[config.mk]
export PLATFORM = sky130hd
export DESIGN_NAME = muldiv_sequencer
export DESIGN_NICKNAME = d
export VERILOG_FILES = /design/src/rtl/muldiv_sequencer_pkg.sv /design/src/rtl/muldiv_sequencer_adder.sv /design/src/rtl/muldiv_sequencer.sv
export SDC_FILE = /design/constraint.sdc
export NUM_CORES = 1
export LEC_CHECK = 0
export ABC_CLOCK_PERIOD_IN_PS = 6200
export BUFFER_PORTS_ARGS = -buffer_cell sky130_fd_sc_hd__buf_2
export CORE_ASPECT_RATIO = 1.25
export CORE_MARGIN = 4
export CORE_UTILIZATION = 60
export CTS_CLUSTER_DIAMETER = 40
export DETAILED_ROUTE_END_ITERATION = 8
export GPL_ROUTABILITY_DRIVEN = 0
export PLACE_DENSITY = 0.94
export SLEW_MARGIN = 40
export SYNTH_ARGS = -nofsm -noshare
export SYNTH_HDL_FRONTEND = slang
export SYNTH_SLANG_ARGS = --single-unit
[constraint.sdc]
create_clock -name clk -period 6.2 [get_ports clk]
set_input_delay 0.93 -clock clk [delete_from_list [all_inputs] [get_ports clk]]
set_output_delay 0.93 -clock clk [all_outputs]
set_load 0.05 [all_outputs]
[src/rtl/muldiv_sequencer_pkg.sv]
// Shared op codes, adder selects and FSM state encodings for the iterative
// multiply/divide sequencer.
package muldiv_sequencer_pkg;

    localparam logic [1:0] MD_MUL   = 2'b00;
    localparam logic [1:0] MD_MULHU = 2'b01;
    localparam logic [1:0] MD_DIVU  = 2'b10;
    localparam logic [1:0] MD_REMU  = 2'b11;

    localparam logic [3:0] ALU_ADD = 4'b0000;
    localparam logic [3:0] ALU_SUB = 4'b1000;

    typedef enum logic [1:0] {
        S_IDLE = 2'd0,
        S_RUN  = 2'd1,
        S_DONE = 2'd2
    } state_t;

    // Divide ops share op[1]=1; multiply ops have op[1]=0.
    function automatic logic is_div(input logic [1:0] op);
        return op[1];
    endfunction

endpackage

[src/rtl/muldiv_sequencer_adder.sv]
// ALU adder slice: add or subtract of two OPERAND_LENGTH-bit values,
// unsigned modulo 2^OPERAND_LENGTH.
module muldiv_sequencer_adder
    import muldiv_sequencer_pkg::*;
#(
    parameter int OPERAND_LENGTH = 33
) (
    input  logic [3:0]                alu_op,
    input  logic [OPERAND_LENGTH-1:0] opd_a,
    input  logic [OPERAND_LENGTH-1:0] opd_b,
    output logic [OPERAND_LENGTH-1:0] result
);

    always_comb begin
        if (alu_op == ALU_SUB) result = opd_a - opd_b;
        else                   result = opd_a + opd_b;
    end

endmodule

[src/rtl/muldiv_sequencer.sv]
// Iterative unsigned MUL/MULHU/DIVU/REMU unit: one N+1 bit adder stepped over
// N cycles (shift-add multiply, restoring shift-subtract divide).
module muldiv_sequencer
    import muldiv_sequencer_pkg::*;
#(
    parameter int OPERAND_LENGTH = 32
) (
    input  logic                      clk,
    input  logic                      rst,
    input  logic                      flush,
    input  logic                      req_valid,
    output logic                      req_ready,
    input  logic [1:0]                req_op,
    input  logic [OPERAND_LENGTH-1:0] req_opd1,
    input  logic [OPERAND_LENGTH-1:0] req_opd2,
    output logic                      resp_valid,
    input  logic                      resp_ready,
    output logic [OPERAND_LENGTH-1:0] resp_result,
    output logic                      busy
);

    localparam int N  = OPERAND_LENGTH;
    localparam int CW = (N > 2) ? $clog2(N) : 1;

    state_t        state, state_next;
    logic [1:0]    op_q;
    logic [CW-1:0] count;
    // acc is hi (multiply) or rem (divide); sr is lo or quo; opb is mcand or dvsr.
    logic [N:0]    acc;
    logic [N-1:0]  sr;
    logic [N-1:0]  opb;

    logic [N:0]    add_a, add_b, sum;
    logic [3:0]    add_sel;
    logic          accept;

    assign accept = req_valid && !flush;

    always_comb begin
        if (is_div(op_q)) begin
            add_a   = {acc[N-1:0], sr[N-1]};
            add_b   = {1'b0, opb};
            add_sel = ALU_SUB;
        end else begin
            add_a   = {1'b0, acc[N-1:0]};
            add_b   = sr[0] ? {1'b0, opb} : '0;
            add_sel = ALU_ADD;
        end
    end

    muldiv_sequencer_adder #(.OPERAND_LENGTH(N + 1)) u_adder (
        .alu_op (add_sel),
        .opd_a  (add_a),
        .opd_b  (add_b),
        .result (sum)
    );

    always_comb begin
        state_next = state;
        if (flush) begin
            state_next = S_IDLE;
        end else begin
            case (state)
                S_IDLE:  if (req_valid) state_next = S_RUN;
                S_RUN:   if (count == CW'(N - 1)) state_next = S_DONE;
                S_DONE:  if (resp_ready) state_next = S_IDLE;
                default: state_next = S_IDLE;
            endcase
        end
    end

    always_ff @(posedge clk) begin
        if (rst) begin
            state <= S_IDLE;
            op_q  <= '0;
            count <= '0;
            acc   <= '0;
            sr    <= '0;
            opb   <= '0;
        end else begin
            state <= state_next;
            if (state == S_IDLE && accept) begin
                op_q  <= req_op;
                count <= '0;
                acc   <= '0;
                sr    <= is_div(req_op) ? req_opd1 : req_opd2;
                opb   <= is_div(req_op) ? req_opd2 : req_opd1;
            end else if (state == S_RUN && !flush) begin
                count <= count + CW'(1);
                if (is_div(op_q)) begin
                    // Restore on borrow: keep the shifted remainder, quotient bit 0.
                    acc <= sum[N] ? add_a : sum;
                    sr  <= {sr[N-2:0], ~sum[N]};
                end else begin
                    acc <= {1'b0, sum[N:1]};
                    sr  <= {sum[0], sr[N-1:1]};
                end
            end
        end
    end

    // MUL/DIVU take the shift register, MULHU/REMU take the accumulator.
    assign resp_result = op_q[0] ? acc[N-1:0] : sr;
    assign req_ready   = (state == S_IDLE);
    assign resp_valid  = (state == S_DONE);
    assign busy        = (state == S_RUN) || (state == S_DONE);

endmodule

== After elaboration in Yosys (flattened, before gate mapping) ==
Index checks and enable logic that the tools add are counted.

* Multiplexer cells: 17
* Equal/unequal tests: 7
* Add/subtract/negate cells: 3
* Bitwise gates (word level): 1
* Reductions and logical operators: 10

{| class="wikitable"
|+ Operators by type and width
! operator !! count
|-
| $mux 32 || 10
|-
| $mux 33 || 2
|-
| $add 33x32->33 || 1
|-
| $sub 33x32->33 || 1
|-
| $mux 2 || 3
|-
| $pmux 2 s3 || 1
|-
| $add 5x1->5 const B || 1
|-
| $eq 5x5->1 const B || 1
|-
| $eq 4x4->1 const B || 1
|-
| $mux 4 || 1
|-
| $ne 2x2->1 const B || 2
|-
| $reduce_or 2->1 || 2
|-
| $logic_and 1x1->1 || 3
|-
| $reduce_and 3->1 || 1
|-
| $eq 2x1->1 const B || 1
|-
| $eq 2x2->1 const B || 1
|-
| $logic_not 2->1 || 1
|-
| $ne 2x1->1 const B || 1
|-
| $reduce_bool 2->1 || 1
|-
| $logic_not 1->1 || 1
|-
| $logic_or 1x1->1 || 1
|-
| $not 1->1 || 1
|}

* Logic and storage cells: 44
* Flip-flop bits (word level): 105

== Depth between registers and ports, before layout ==
* Depth in word-level cells: 8
* Mapped depth: 25

== Hierarchy ==
From an unflattened synthesis, not the netlist that was laid out.

* Cell total of the unflattened synthesis: 1165
* Area, all modules: 9377.7 um2

{| class="wikitable"
|+ Modules (own cells, without submodules)
! module !! area an instance (um2) !! cells an instance !! instances
|-
| muldiv_sequencer || 6732.7 || 791 || 1
|-
| muldiv_sequencer_adder || 2645.0 || 374 || 1
|}

== Worst setup path before layout ==
No wires, ideal clock.

* Path kind: register -> register
* Start: register op_q[1]
* End: register acc[10]
* Cell stages (with the launch flop): 24
* Arrival time: 4858 ps
* Slack: 1220 ps
* Buffers on the path: 4
* Cell sequence: dfxtp_1 > clkbuf_1 > or2_2 > clkbuf_1 > nand2_1 > ha_1 > clkbuf_1 > nand3_1 > o41a_1 > a21oi_1 > nand2_1 > nor2_1 > o21ai_0 > o311a_1 > ha_1 > a2111oi_1 > o21ai_0 > a211oi_1 > o211ai_1 > a21boi_1 > nor2_4 > buf_2 > a211oi_1 > o21ai_1

* Word-level cells in the longest chain between the ends: 5
* Elaborated cells between the ends (all ways): 9
* Classes of those cells: 2 x add/sub; 1 x eq/ne; 6 x mux

{| class="wikitable"
|+ RTL lines
! item !! line !! RTL
|-
| from (decl) || muldiv_sequencer.sv:26 || <nowiki>logic [1:0] op_q;</nowiki>
|-
| from (signal assigned) || muldiv_sequencer.sv:83 || <nowiki>op_q <= req_op;</nowiki>
|-
| $mux 33, or another cell as far along || muldiv_sequencer.sv:40 || <nowiki>if (is_div(op_q)) begin</nowiki>
|-
| $add 33x32->33, or another cell as far along || muldiv_sequencer_adder.sv:16 || <nowiki>else result = opd_a + opd_b;</nowiki>
|-
| $mux 33 || muldiv_sequencer_adder.sv:15 || <nowiki>if (alu_op == ALU_SUB) result = opd_a - opd_b;</nowiki>
|-
| $mux 32 || muldiv_sequencer.sv:92 || <nowiki>acc <= sum[N] ? add_a : sum;</nowiki>
|-
| $mux 32 * || muldiv_sequencer.sv:90 || <nowiki>if (is_div(op_q)) begin</nowiki>
|-
| to (signal assigned) || muldiv_sequencer.sv:92 ||
|-
| to (signal assigned) || muldiv_sequencer.sv:95 || <nowiki>acc <= {1'b0, sum[N:1]};</nowiki>
|-
| to (decl) || muldiv_sequencer.sv:29 || <nowiki>logic [N:0] acc;</nowiki>
|}

Mark *: on every way between the ends. The rest lies on a longest branch, timed or not.
A chain may end at the register's enable or synchronous reset.

== Worst setup path in the final report ==
* Start: register op_q[1]
* End: register acc[17]

The elaborated chain is that of the path after synthesis.

==> impl_summary.md <==
Status
The run finished with clean final reports.

Critical path
The critical path is of the reg2reg type. In this run the worst path has a maximum fanout of 16. The count of buffer and inverter cells on the critical path is 0. The worst register-to-register path begins at op_q[1]$_SDFFE_PP0P_.

The count of cells along the worst register-to-register path is 19. STA puts the critical path data required time at 6.50 ns. STA classifies the critical path endpoint as a flip-flop. The endpoint of the most critical register-to-register path is acc[17]$_SDFFE_PP0P_. The critical path launch point type is a flip-flop. The launch point of the critical path is op_q[1]$_SDFFE_PP0P_. The largest single stage delay on the critical path is around 0.55 ns. The dominant delay contributor by cell family on the critical path is compound AO/OA/AOI/OAI gates. In this run the worst setup path terminates at acc[17]$_SDFFE_PP0P_. The critical path goes through or2_2 -> nand2_1 -> ha_1 -> nand3_1 -> o41a_1 -> a21oi_1 -> nand2_1 -> nor2_1 -> o21ai_0 -> o311a_1 -> ha_1 -> a2111oi_1 -> o21ai_0 -> a211oi_1 -> o211a_1 -> or3_1 -> nand2_4 -> a311oi_1 -> a22o_1.

At the worst endpoint, the arrival time is 6.10 ns. The critical-path cell with the highest stage delay is sky130_fd_sc_hd__a2111oi_1. In this run the register-to-register setup slack is between 0.4 and 0.5 ns. Counting buffers and inverters, the worst setup path is 19 cells deep.

Route
The residual antenna-violating net count after detailed routing is 0. The wire length per cell after detailed routing is approximately 20 um. The count of vias placed by the detailed router is approximately 10000.

The first routing iteration left 1060 violations. In the routed design, unresolved DRC markers number 0. The pre-antenna-repair detailed-routing pass consisted of 8 iterations. In the routed layout, each cell is associated on average with a via count of approximately 7.1. After detailed routing, the total wire length is 28200 um.

Yosys
In this run the cell area of the synthesized design comes to approximately 0.0092 mm2. The post-synthesis average cell area is 7.82 um2. The Yosys step of the flow raised 0 warnings. The number of synthesized register bits is approximately 110. The synthesized netlist net count is 1294. Yosys mapped the design onto 70 distinct sky130hd cell types. Among all flip-flop cells after synthesis, the most frequent one is sky130_fd_sc_hd__dfxtp_1. For this run, the register share of the synthesized area comes to 0.228. The share of flip-flops with an asynchronous set or reset after synthesis is 0.

The number of synthesized flops with an enable pin is 0. The synthesized netlist cell count is roughly 1200.

Finish
From synthesis to final layout, the design area changed by 8.71%. The total inserted antenna cells is 0. After routing the design area is 0.0100 mm2. The core occupancy in the finished layout is 0.669.

The number of nets at the end of the flow is roughly 1300. The fraction of layout cells with a size suffix above 1 is 0.176.

Floorplanning
The width of the chip is between 100 and 150 um. The placeable core area is about 0.015 mm2. between 100 and 150 I/O pins were placed. The die covers 0.0175 mm2. The vertical die dimension is ~150 um.

After floorplanning, the core was divided into 50 placement rows. The initial utilization of the core area, before any placement, comes to 0.615.

Placed design
After detailed placement, the total cell area comes to 0.00975 mm2. The HPWL reported at the end of detailed placement is about 20000 um. Buffers placed on the I/O ports in this run total about 110. The setup slack at placement is ~0.74 ns.

Timing
The setup slack of the critical path after layout is between 0.4 and 0.5 ns. The final count of hold timing violations is 0. Static timing analysis puts the maximum clock frequency at 172 MHz.

On the final layout, the worst clock skew is about 0.014 ns. The setup violation total in the final timing report is 0. The setup TNS after final layout is 0 ns. For the pin with the worst max-slew slack, the measured transition is between 0.8 and 0.9 ns. The ratio of final minimum period to clock period is 0.935. The max-slew violation count is 0. The final critical path time including I/O delays and setup is just under 6 ns.

Setup repair after global routing left no endpoint under its margin. In this run the tightest slew margin relative to its limit is 0.410.

Global routing
The initial antenna violation count is 0. In the global route stage, overall resource usage came out at 0.313. The number of global-route vias before repair is roughly 9400. The aggregate global routing overflow is 0.

The wire length of the first global-routing pass is between 40000 and 50000 um. The maximum number of pins on one net before global-route repair is between 100 and 150.

Clocking
Once the clock tree was built, the resizer swapped 0 gates to a different size. In this run the post-CTS setup repair buffer count came out at 0. The CTS tree is yes. The clock drives about 110 sinks. Clock tree synthesis inserted a total of 9 buffers. The count of hold-fix buffers inserted at cts is 0.

No sink is reached through more buffers than the 2 on the longest clock path. The tree is rooted in a sky130_fd_sc_hd__clkbuf_16. For the worst-skew pair, the clock arrives at the later sink with an insertion delay of about 0.37 ns. Clock-pin slew was measured on the worst setup and hold paths at approximately 0.080 ns. The H-tree level count is 3.

Min path
In this run the worst hold path is classified as reg2reg.

Pwr
The total power density per cell area is about 250 mW/mm2. The total power is between 2000 and 3000 uW. In this run the static leakage power is ~0.0041 uW. The worst-case IR drop observed on VDD is 0.146 mV.

Flow run
Max-cap violations in this run came to 0.
==> per-stage QoR <==
stage / hold slack [ns] / std cells
CTS: 0.495 / 1404
floorplan: 0.441 / 1182
finish: 0.499 / 1405
global route: 0.513 / 1405
global placement: 0.448 / 1388
detailed placement: 0.482 / 1388
==> Yosys cell counts (3+ instances only) <==
cell type,count,share of area
sky130_fd_sc_hd__a211oi_1,118,0.096
sky130_fd_sc_hd__a21o_1,14,0.011
sky130_fd_sc_hd__a21oi_1,89,0.048
sky130_fd_sc_hd__a221oi_1,5,0.0047
sky130_fd_sc_hd__a22o_1,3,0.0028
sky130_fd_sc_hd__a22oi_1,4,0.0033
sky130_fd_sc_hd__a31oi_1,14,0.0095
sky130_fd_sc_hd__and2_1,5,0.0034
sky130_fd_sc_hd__and3_1,11,0.0074
sky130_fd_sc_hd__buf_1,17,0.0069
sky130_fd_sc_hd__buf_2,3,0.0016
sky130_fd_sc_hd__clkbuf_1,69,0.028
sky130_fd_sc_hd__dfxtp_1,105,0.23
sky130_fd_sc_hd__ha_1,40,0.054
sky130_fd_sc_hd__inv_1,20,0.0081
sky130_fd_sc_hd__mux2_2,63,0.077
sky130_fd_sc_hd__mux2i_1,104,0.11
sky130_fd_sc_hd__nand2_1,95,0.039
sky130_fd_sc_hd__nand2b_1,4,0.0027
sky130_fd_sc_hd__nand3_1,21,0.011
sky130_fd_sc_hd__nand4_1,13,0.0088
sky130_fd_sc_hd__nor2_1,124,0.050
sky130_fd_sc_hd__nor2b_1,5,0.0034
sky130_fd_sc_hd__nor3_1,24,0.013
sky130_fd_sc_hd__nor4_1,3,0.0020
sky130_fd_sc_hd__o211ai_1,13,0.011
sky130_fd_sc_hd__o21a_1,5,0.0041
sky130_fd_sc_hd__o21ai_0,66,0.036
sky130_fd_sc_hd__o21ai_1,8,0.0043
sky130_fd_sc_hd__o21bai_1,6,0.0049
sky130_fd_sc_hd__o221ai_1,6,0.0057
sky130_fd_sc_hd__o22ai_1,5,0.0034
sky130_fd_sc_hd__o311a_1,3,0.0033
sky130_fd_sc_hd__o31ai_1,7,0.0057
sky130_fd_sc_hd__or2_2,6,0.0041
sky130_fd_sc_hd__or3_1,11,0.0074
sky130_fd_sc_hd__xnor2_1,19,0.018
sky130_fd_sc_hd__xor2_1,11,0.010
==> routing by layer <==
| metal | global-route usage | vias to the layer above | share of wire |
|---|---|---|---|
| li1 | - | 4536 | - |
| met1 | 0.386 | 4539 | 0.37 |
| met2 | 0.519 | 750 | 0.46 |
| met3 | 0.0551 | 185 | 0.11 |
| met4 | 0.169 | 0 | 0.057 |
| met5 | 0 | - | 0 |
==> worst min path at each step <==
stage                               start                     to  slack [ns]  cells after the start
CTS                 count[1]$_SDFFE_PP0P_  count[1]$_SDFFE_PP0P_        0.49                      2
detailed placement  count[1]$_SDFFE_PP0P_  count[1]$_SDFFE_PP0P_        0.48                      2
global route        count[1]$_SDFFE_PP0P_  count[1]$_SDFFE_PP0P_        0.51                      2
floorplan           count[4]$_SDFFE_PP0P_  count[4]$_SDFFE_PP0P_        0.44                      2
finish              count[1]$_SDFFE_PP0P_  count[1]$_SDFFE_PP0P_        0.50                      2
global placement    count[4]$_SDFFE_PP0P_  count[4]$_SDFFE_PP0P_        0.45                      2
==> state kept, by name, indices dropped and copies added, names as in the netlist <==
register  cells
op_q          2
sr           32
state         2
acc          32
count         5
opb          32
==> placed cells by master (no fill, tap or decap), types with 20 or more instances in the layout <==
cell type | netlist | final
sky130_fd_sc_hd__nand2_1 | 95 | 95
sky130_fd_sc_hd__dfxtp_1 | 105 | 104
sky130_fd_sc_hd__nor2_1 | 124 | 123
sky130_fd_sc_hd__o21ai_0 | 66 | 65
sky130_fd_sc_hd__mux2i_1 | 104 | 104
sky130_fd_sc_hd__a21oi_1 | 89 | 89
sky130_fd_sc_hd__nor3_1 | 24 | 24
sky130_fd_sc_hd__a211oi_1 | 118 | 118
sky130_fd_sc_hd__buf_2 | 3 | 104
sky130_fd_sc_hd__nand3_1 | 21 | 21
sky130_fd_sc_hd__mux2_2 | 63 | 63
sky130_fd_sc_hd__ha_1 | 40 | 40
sky130_fd_sc_hd__inv_1 | 20 | 20
==> kinds of logic (layout without fill, tap and decap cells) <==
group / count (synthesis) / count (layout) / share of synthesized area
AOI/OAI and AO/OA: 396 / 396 / 0.286
xor gates and xnor gates: 30 / 30 / 0.0284
adders and majority gates: 41 / 41 / 0.0563
buffers and inverters: 111 / 152 / 0.0471
DFF: 105 / 105 / 0.228
muxes: 167 / 167 / 0.189
and+or+nand+nor: 332 / 332 / 0.165
==> area by class of cell <==
cell class                 instances  area [um2]
inverter                          20        75.1
clock inverter                     6        62.6
timing repair buffer             116         628
clock buffer                      10         229
fill                            1156        4970
tap                              182         228
multi-input combinational        966        6710
sequential                       105        2110
==> worst reg2reg max path, delay by kind of cell, from the launching register on <==
family          cells  cell delay, ns
flops               1            0.35
simple gates        7            1.79
fa+ha+maj           2            0.63
compound gates     10            2.98
==> power by group <==
part	switching [uW]	internal, uW	total [uW]
clock network	295	283	579
logic	761	428	1190
registers	66.4	717	783
(Power assumes the default switching activity.)
